[src/rtl/des_pkg.sv]
// DES key-schedule constants and the small combinational helpers
// (PC-1 selection, 28-bit rotators, per-round shift amount).
package des_pkg;

  localparam int KEY_W    = 64;
  localparam int CD_W     = 28;
  localparam int SUBKEY_W = 48;

  // DES bit numbering: bit 1 is the MSB of the vector.
  localparam int PC1 [56] = '{
    57, 49, 41, 33, 25, 17,  9,
     1, 58, 50, 42, 34, 26, 18,
    10,  2, 59, 51, 43, 35, 27,
    19, 11,  3, 60, 52, 44, 36,
    63, 55, 47, 39, 31, 23, 15,
     7, 62, 54, 46, 38, 30, 22,
    14,  6, 61, 53, 45, 37, 29,
    21, 13,  5, 28, 20, 12,  4
  };

  localparam int PC2 [48] = '{
    14, 17, 11, 24,  1,  5,
     3, 28, 15,  6, 21, 10,
    23, 19, 12,  4, 26,  8,
    16,  7, 27, 20, 13,  2,
    41, 52, 31, 37, 47, 55,
    30, 40, 51, 45, 33, 48,
    44, 49, 39, 56, 34, 53,
    46, 42, 50, 36, 29, 32
  };

  localparam logic [1:0] SHIFT_SCHED [16] = '{
    2'd1, 2'd1, 2'd2, 2'd2, 2'd2, 2'd2, 2'd2, 2'd2,
    2'd1, 2'd2, 2'd2, 2'd2, 2'd2, 2'd2, 2'd2, 2'd1
  };

  function automatic logic [2*CD_W-1:0] pc1(input logic [KEY_W-1:0] key);
    logic [2*CD_W-1:0] cd;
    cd = '0;
    for (int i = 0; i < 2*CD_W; i++)
      cd[2*CD_W-1-i] = key[KEY_W-PC1[i]];
    return cd;
  endfunction

  function automatic logic [CD_W-1:0] rotl28(input logic [CD_W-1:0] x, input logic [1:0] n);
    return (x << n) | (x >> (5'd28 - {3'd0, n}));
  endfunction

  function automatic logic [CD_W-1:0] rotr28(input logic [CD_W-1:0] x, input logic [1:0] n);
    return (x >> n) | (x << (5'd28 - {3'd0, n}));
  endfunction

  function automatic logic [1:0] shift_amt(input logic [3:0] r);
    return SHIFT_SCHED[r];
  endfunction

endpackage

[src/rtl/des_pc2.sv]
// PC-2 compression permutation: 56-bit {C,D} to 48-bit round subkey.
module des_pc2
  import des_pkg::*;
(
  input  logic [2*CD_W-1:0]   cd_i,
  output logic [SUBKEY_W-1:0] subkey_o
);

  for (genvar i = 0; i < SUBKEY_W; i++) begin : g_pc2
    assign subkey_o[SUBKEY_W-1-i] = cd_i[2*CD_W-PC2[i]];
  end

endmodule

[src/rtl/des_key_schedule.sv]
// DES round-subkey generator: one subkey per accepted round advance, encrypt
// order with left rotations, decrypt order with right rotations.
module des_key_schedule
  import des_pkg::*;
#(
  parameter int NUM_ROUNDS = 16
) (
  input  logic                clk,
  input  logic                rst,
  input  logic                key_load,
  input  logic [KEY_W-1:0]    key_in,
  input  logic                decrypt,
  input  logic                round_adv,
  output logic [SUBKEY_W-1:0] subkey,
  output logic                subkey_valid,
  output logic [3:0]          round_idx,
  output logic                last_round,
  output logic                busy
);

  localparam logic [3:0] LAST_IDX = 4'(NUM_ROUNDS - 1);

  logic [CD_W-1:0] c_q, c_d, d_q, d_d;
  logic [CD_W-1:0] pc1_c, pc1_d;
  logic [3:0]      idx_q, idx_d;
  logic            mode_q, mode_d;
  logic            valid_q, valid_d;
  logic [1:0]      sh;

  assign {pc1_c, pc1_d} = pc1(key_in);

  // Decrypt walks the encrypt rotations backwards, so it reads the table from the end.
  assign sh = mode_q ? shift_amt(LAST_IDX - idx_q) : shift_amt(idx_q + 4'd1);

  always_comb begin
    c_d     = c_q;
    d_d     = d_q;
    idx_d   = idx_q;
    mode_d  = mode_q;
    valid_d = valid_q;
    if (key_load) begin
      mode_d  = decrypt;
      idx_d   = 4'd0;
      valid_d = 1'b1;
      c_d     = decrypt ? pc1_c : rotl28(pc1_c, shift_amt(4'd0));
      d_d     = decrypt ? pc1_d : rotl28(pd1_fix(pc1_d), shift_amt(4'd0));
    end else if (round_adv && valid_q) begin
      if (idx_q == LAST_IDX) begin
        valid_d = 1'b0;
      end else begin
        idx_d = idx_q + 4'd1;
        c_d   = mode_q ? rotr28(c_q, sh) : rotl28(c_q, sh);
        d_d   = mode_q ? rotr28(d_q, sh) : rotl28(d_q, sh);
      end
    end
  end

  function automatic logic [CD_W-1:0] pd1_fix(input logic [CD_W-1:0] x);
    return x;
  endfunction

  always_ff @(posedge clk or posedge rst) begin
    if (rst) begin
      c_q     <= '0;
      d_q     <= '0;
      idx_q   <= '0;
      mode_q  <= 1'b0;
      valid_q <= 1'b0;
    end else begin
      c_q     <= c_d;
      d_q     <= d_d;
      idx_q   <= idx_d;
      mode_q  <= mode_d;
      valid_q <= valid_d;
    end
  end

  des_pc2 u_pc2 (
    .cd_i     ({c_q, d_q}),
    .subkey_o (subkey)
  );

  assign subkey_valid = valid_q;
  assign round_idx    = idx_q;
  assign last_round   = valid_q & (idx_q == LAST_IDX);
  assign busy         = valid_q;

endmodule

[config.mk]
export PLATFORM = sky130hd
export DESIGN_NAME = des_key_schedule
export DESIGN_NICKNAME = d
export VERILOG_FILES = /design/src/rtl/des_pkg.sv /design/src/rtl/des_pc2.sv /design/src/rtl/des_key_schedule.sv
export SDC_FILE = /design/constraint.sdc
export NUM_CORES = 1
export LEC_CHECK = 0
export CORE_ASPECT_RATIO = 0.8
export CORE_MARGIN = 2
export CORE_UTILIZATION = 45
export CTS_CLUSTER_DIAMETER = 80
export DETAILED_ROUTE_END_ITERATION = 10
export GPL_TIMING_DRIVEN = 0
export PLACE_DENSITY_LB_ADDON = 0.05
export SETUP_SLACK_MARGIN = 0.1
export SLEW_MARGIN = 15
export SYNTH_ARGS = -nofsm -noshare
export SYNTH_HDL_FRONTEND = slang
export SYNTH_SLANG_ARGS = --single-unit
[constraint.sdc]
create_clock -name clk -period 6.3 [get_ports clk]
set_input_delay 0.63 -clock clk [delete_from_list [all_inputs] [get_ports clk]]
set_output_delay 0.63 -clock clk [all_outputs]
set_load 0.005 [all_outputs]
---- Yosys cells after proc, flatten, opt, wreduce, memory -nomap -nowiden ----
Memory sizes are Yosys's and may differ from the RTL's.
Cells that the tools add are included.
storage, ports and cells
  bits in registers ....................... 62
  latch bits .............................. 0
  bits in writable memories ............... 0
  ROM bits ................................ 64
  bits of input ports ..................... 69
  output and inout bits ................... 55
  word-level logic and storage cells ...... 57
  memories ................................ 2
cells by class
  add/subtract/negate cells ............... 3
  multipliers ............................. 0
  divide/modulo/power cells ............... 0
  magnitude comparators ................... 2
  equality and inequality tests ........... 2
  shift operators ......................... 8
  mux-type cells .......................... 21
  bitwise operators ....................... 9
  reduce and logical (&&, ||, !) cells .... 5
memory list
  memory           depth  bits a word  read ports  clocked after memory_dff  wr ports  line           text
  (no name shown)  16     2            1           0                         0         des_pkg.sv:54  return SHIFT_SCHED[r];
  (no name shown)  16     2            1           0                         0         des_pkg.sv:54
operator list
  operator             count
  $mux 28              10
  $or 28x28->28        4
  $or 28x1->28         2
  $shl 28x2->28        2
  $shl 28x5->28        2
  $shr 28x2->28        2
  $shr 28x5->28        2
  $mux 4               3
  $ge 5x5->1 const B   2
  $mux 2               5
  $not 4->5            2
  $add 4x1->4 const B  1
  $eq 4x4->1 const B   1
  $reduce_and 2->1     2
  $reduce_bool 2->1    2
  $sub 3x3->4 const A  1
  $sub 4x4->4 const A  1
  $mux 1               3
  $ne 2x2->1 const B   1
  $and 1x1->1          1
  $logic_and 1x1->1    1

---- Longest topological paths before layout ----
  word-level depth ........................ 13
  depth in mapped cells ................... 17
  gate-level depth less buffers ........... 13

---- Hierarchy ----
A second synthesis with hierarchy kept.
second synthesis, totals
  cells, all modules ...................... 971
  area total of the unflattened synthesis .. 7,354.6 um^2
by module, submodules not included
  module            instances  cells an instance  area each (um^2)  seq. area each (um^2)
  des_key_schedule  1          923                6,994.2           1,551.5
  des_pc2           1          48                 360.3             0.0

---- Least setup slack after synthesis ----
No wires, ideal clock.
  kind .................................... flip-flop to flip-flop
  start ................................... reg idx_q[0] (netlist: round_idx[0])
  end ..................................... reg d_q[3]
  setup time .............................. 0.082 ns
  arrival ................................. 3.556 ns
  data required time ...................... 6.218 ns
  setup slack ............................. 2.662 ns
  stages on the path, launching flop included .. 18
  buffers on the path ..................... 4
  clock period less this slack ............ 3.638 ns
  path through ............................ dfrtp_1 inv_1 ha_1 nand2b_1 a211oi_2 or2_1 buf_2 a21oi_2 inv_2 buf_2 buf_2 ha_1 buf_1 nor2_1 o2111ai_1 nand4_1 o211ai_1 a31oi_1
on the way
  word-level cells in the longest chain between the ends .. 13
  elaborated cells on any way between the ends .. 25
  those cells by class .................... add/sub (3); eq/ne (2); shift (4); mux (9); bitwise (4); reduce/logical (1); memory (2)
RTL lines
  element                                                line                          text
  start, declared                                        des_key_schedule.sv:25        logic [3:0] idx_q, idx_d;
  start signal, assigned                                 des_key_schedule.sv:72        idx_q <= idx_d;
  $add 4x1->4 / $sub 4x4->4 (equally long branches)      des_key_schedule.sv:33        assign sh = mode_q ? shift_amt(LAST_IDX - idx_q) : shift_amt(idx_q + 4'd1);
  $not 4->5 (not written as such)                        des_pkg.sv:54
  $mem_v2 16x2                                           --
  $mux 2 (not written as such) (2 in a row)              des_pkg.sv:54
  $mux 2                                                 des_key_schedule.sv:33
  $sub 3x3->4                                            des_pkg.sv:46, des_pkg.sv:50
  $shr 28x5->28 / $shl 28x5->28 (equally long branches)  des_pkg.sv:46, des_pkg.sv:50
  $or 28x28->28 (on tied branches)                       des_pkg.sv:46, des_pkg.sv:50
  $mux 28                                                des_key_schedule.sv:53        d_d = mode_q ? rotr28(d_q, sh) : rotl28(d_q, sh);
  $mux 28                                                des_key_schedule.sv:48        if (idx_q == LAST_IDX) begin
  $mux 28                                                des_key_schedule.sv:47        end else if (round_adv && valid_q) begin
  $mux 28                                                des_key_schedule.sv:41        if (key_load) begin
  end signal, assigned                                   des_key_schedule.sv:65        d_q <= '0;
  end signal, assigned                                   des_key_schedule.sv:71        d_q <= d_d;
  end, declared                                          des_key_schedule.sv:23        logic [CD_W-1:0] c_q, c_d, d_q, d_d;
Parallel ways exist; a longest one is shown, timed or not. The select of a mux whose other input is x is not followed.
A chain may end at the register's enable or synchronous reset.

---- Final worst setup path ----
Ends and elaborated chain as after synthesis.

==> flow_results.org <==
** Run status
- Run status :: finished clean

** Die
- Overall die area :: 17300 um2
- Die outline height :: around 120 um
- The die is 146 um wide.
- Starting density of the core :: 0.461
- roughly 120 I/O pins were placed.
- Number of rows in the core area :: 41
- In this run the standard cell core region covers approximately 16000 um2.

** Synthesis
- Summing every instance area after synthesis gives 7310 um2.
- The number of different library cells used by synthesis comes to 67.
- Post-synthesis async set-or-reset flop share :: 1.00
- When the netlist entered floorplanning its net count stood at 1064.
- Counting every instance in the synthesized netlist gives 988.
- Top_reg_cell synth :: dfrtp_1
- Of the post-synthesis cell area, the dominant cell type holds 0.212.
- Counting flops and latches in the post-synthesis netlist gives 62.
- The largest total area in the synthesized netlist belongs to dfrtp_1.
- Yosys attributes the largest share of cell area to dfrtp_1, mux2i_1, a21oi_1.
- Syn avg cell area :: roughly 7.4 um2
- Of the synthesized area, sequential elements account for 0.212.
- Warnings from Yosys :: 0
- Number of flops mapped to enable cells by yosys :: 0

** Critical path
- Worst R2R Start :: round_idx[0]
- Sort of element at the start of the critical path :: flip-flop
- The slowest stage of the critical path belongs to the cell nor2_1.
- Startpoint-to-endpoint class of the critical path :: flip-flop to flip-flop
- Largest delay share family, worst path :: buffers and inverters
- Of all nets on the critical path, the largest fanout is 10.
- CP max stage delay :: about 600 ps
- Among the stages of the critical path, the cell type that occurs most often is buf_2.
- Crit path buffers/inverters :: 6
- The worst register-to-register path has a depth of 17.
- STA puts the critical path data arrival time at 5480 ps.
- For the worst setup path, the data required time is 6570 ps.
- Launch point of the worst path :: round_idx[0]
- Traced cell by cell, the critical path runs through inv_1, ha_1, nand2b_1, a211oi_2, or2_1, buf_2, a21oi_2, inv_2, buf_2, buf_2, ha_1, buf_1, nor2_1, o2111ai_1, nand4_1, o211ai_1, a31oi_1.
- Critical Path End Type :: flip-flop
- The endpoint identified for the worst register-to-register timing path is d_q[3].
- The most critical setup path has its endpoint at d_q[3].
- The worst register-to-register path has a setup slack of 1080 ps.
- Stages on worst setup path :: 17

** Routing
- Number of vias per cell :: 7.06
- Remaining design rule violation count :: 0
- DRT antenna net count :: 0
- After the first detailed-routing iteration, the DRC count stood at 1674.
- The routed design uses just over 6 mm of met3 wire.
- Top routing layer in use :: met4
- The first detailed-routing pass ran for 7 iterations.
- In the final routing, the length of wire on met1 measures 15.2 mm.
- The routed design uses 15.1 mm of met2 wire.
- Final routed wirelength across all metal layers :: around 38 mm
- Dividing the detail-routed wire length by the instance count gives 28.6 um.
- The routed layout has between 9k and 10k vias.

** Finish
- Register cell area after layout :: roughly 1600 um2
- # nets final :: 1190
- Summing all multi-input logic gate instances after layout gives ~4900 um2.
- Of the cells placed in the final design, the portion with a size suffix greater than 1 is 0.116.
- Commonest non-fill, non-tap cells in the layout :: a21oi_1, clkdlybuf4s50_1, nand2_1, o21ai_0, mux2i_1
- Fill cells in the final layout number 1520.
- The area growth from synthesis to layout is 24.2%.
- Utilization of the core after routing :: 0.573
- Leaving out fill and tap cells, the most frequent cell in the layout is a21oi_1.

** Clock tree
- Clk Tree Root Cell :: clkbuf_16
- Largest buffer count on any clock path :: 2
- Depth of the CTS H-tree :: 3
- Insertion delay of the later-clocked pin in the worst-skew pair :: around 350 ps
- After clock tree synthesis, the setup repair step added 0 buffers.
- In this run, post-CTS repair resized a total of 0 instances.
- TritonCTS built the clock tree.
- Register clock-pin slew on the reported worst setup and hold paths :: 60 ps
- Clock tree synthesis found a total of 62 sinks.
- Post-CTS Hold Fix Bufs :: 0
- Buffers inserted during clock tree synthesis total 9.

** Global routing
- Number of antenna violations at the first check in global routing :: 2
- Vias in the first global route :: 8909
- Global-route wire length before repair :: 56.4 mm
- Entering global routing, the biggest net connects 43 pins.
- For this run the aggregate overflow at the end of global routing stands at 0.
- For this run, the total global-route usage over all layers was measured as 0.433.

** Place
- Port Buffer Count :: 114
- Total half-perimeter wirelength after legalization and detailed placement :: approximately 27 mm
- At the end of routability-driven placement, the weighted congestion stood at around 1.0.

** STA
- Setup violations remaining at the end of the flow were counted as 0.
- For the final routed database, the setup TNS stands at 0 ps.
- Share of the clock period used by the worst path after layout :: 0.828
- Post-route minimum period :: 5220 ps
- Setup repair after global routing left no endpoint under its margin.
- Hold Fails Final Rpt :: 0
- The final max-slew violation count came to 0.
- Relative slew margins :: 0.247
- Fmax :: 0.192 GHz
- For the final database, setup skew stands at 7.19 ps.
- Worst Max-Slew Pin Slew :: 1130 ps

** Flow run
- Reported max-cap violation count :: 0

** Power
- The share of total power dissipated in sequential elements is 0.254.
- Of the total power, the share spent switching nets is 0.463.
- Net switching component of the power :: 1.24 mW
- Final Total Pwr :: 2.67 mW
- Cell Int Power :: 1.43 mW
- VDD sags by at most 0.170 mV.
- Comb power frac :: 0.532
- Fraction of power consumed by the clock network :: 0.214
- For this design the ratio of total power to cell area is between 200 and 300 nW/um2.
- For this design the static power due to leakage is 3.65 nW.

** Hold path
- In this run the worst hold path is classified as primary input to async pin.
[registers in the layout (all words and copies together), names as in the netlist]
| register | cells |
|---|---|
| d_q | 28 |
| mode_q | 1 |
| c_q | 28 |
| busy | 1 |
| round_idx | 4 |
[power groups by stage]
stage	Combinational (mW)	Clock [mW]	Sequential, mW
finish	1.42	0.572	0.678
global placement	1.35	0	0.668
floorplan	0.835	0	0.589
detailed placement	1.35	0	0.666
CTS	1.35	0.567	0.660
global route	1.48	0.582	0.684
[how the worst min path moves through the flow]
stage | from | endpoint | cells after the start
floorplan | d_q[25] | d_q[25] | 1
global placement | busy | busy | 1
detailed placement | busy | busy | 1
CTS | busy | busy | 1
global route | busy | busy | 1
finish | rst | mode_q | 2
[logic make-up (layout without fill, tap and decap cells)]
| logic type | Yosys count | in the layout | synth area share |
|---|---|---|---|
| AO/OA/AOI/OAI | 397 | 397 | 0.357 |
| other | 0 | 1 | 0 |
| adder cells (fa/ha/maj) | 7 | 7 | 0.0120 |
| AND/OR/NAND/NOR | 269 | 269 | 0.170 |
| flip-flops | 62 | 62 | 0.212 |
| XOR/XNOR | 3 | 3 | 0.00360 |
| multiplexers | 94 | 94 | 0.132 |
| buffers and inverters | 156 | 286 | 0.113 |
[routing by layer]
metal,vias to the layer above,track usage
met2,844,0.592
li1,3974,-
met4,0,0.178
met3,140,0.192
met5,-,0
met1,4456,0.590
[layout make-up]
type / instances / share of cell area
Clock inverter: 3 / 0.00745
Clock buffer: 12 / 0.0283
Multi-Input combinational cell: 770 / 0.543
Timing Repair Buffer: 115 / 0.129
Buffer: 142 / 0.0852
Tap cell: 215 / 0.0296
Sequential cell: 62 / 0.171
Antenna cell: 1 / 0.000276
Inverter: 14 / 0.00607
[synthesized netlist by cell type, types with 3 or more instances]
master     count
ha_1           7
o32a_1        10
and2_1        10
a21boi_0       3
nand2b_1       5
o211ai_1       6
o221ai_1      11
o22a_1         4
mux2i_1       76
buf_2         30
o32ai_1       22
o21a_1         6
nor4_1         7
a221oi_1      13
a21oi_1      145
mux2_2        18
a311oi_1       5
a22o_1         3
nand3_1       52
inv_1         12
a2111oi_0      3
nor2_1        41
clkbuf_1      51
o22ai_1       12
nand2_1      106
buf_4         52
nor3_1        16
and3_1        10
buf_1          8
xnor2_1        3
dfrtp_1       62
a221o_1        9
a211oi_1      11
a31oi_1        7
nand4_1        7
o21ai_0       79
a211o_1       15
a21o_1         5
a311o_1        4
a41oi_1        4
[through the flow]
stage | hold slack, ps | cell area, um2 | setup slack [ps] | std cells
after floorplan | 516 | 7310 | 2660 | 988
after CTS | 589 | 9070 | 1280 | 1333
after global placement | 555 | 8720 | 1300 | 1317
final | 589 | 9070 | 1080 | 1334
after global routing | 617 | 9070 | 830 | 1333
after detailed placement | 573 | 8750 | 1350 | 1318
Power figures use the tool's default switching activity.
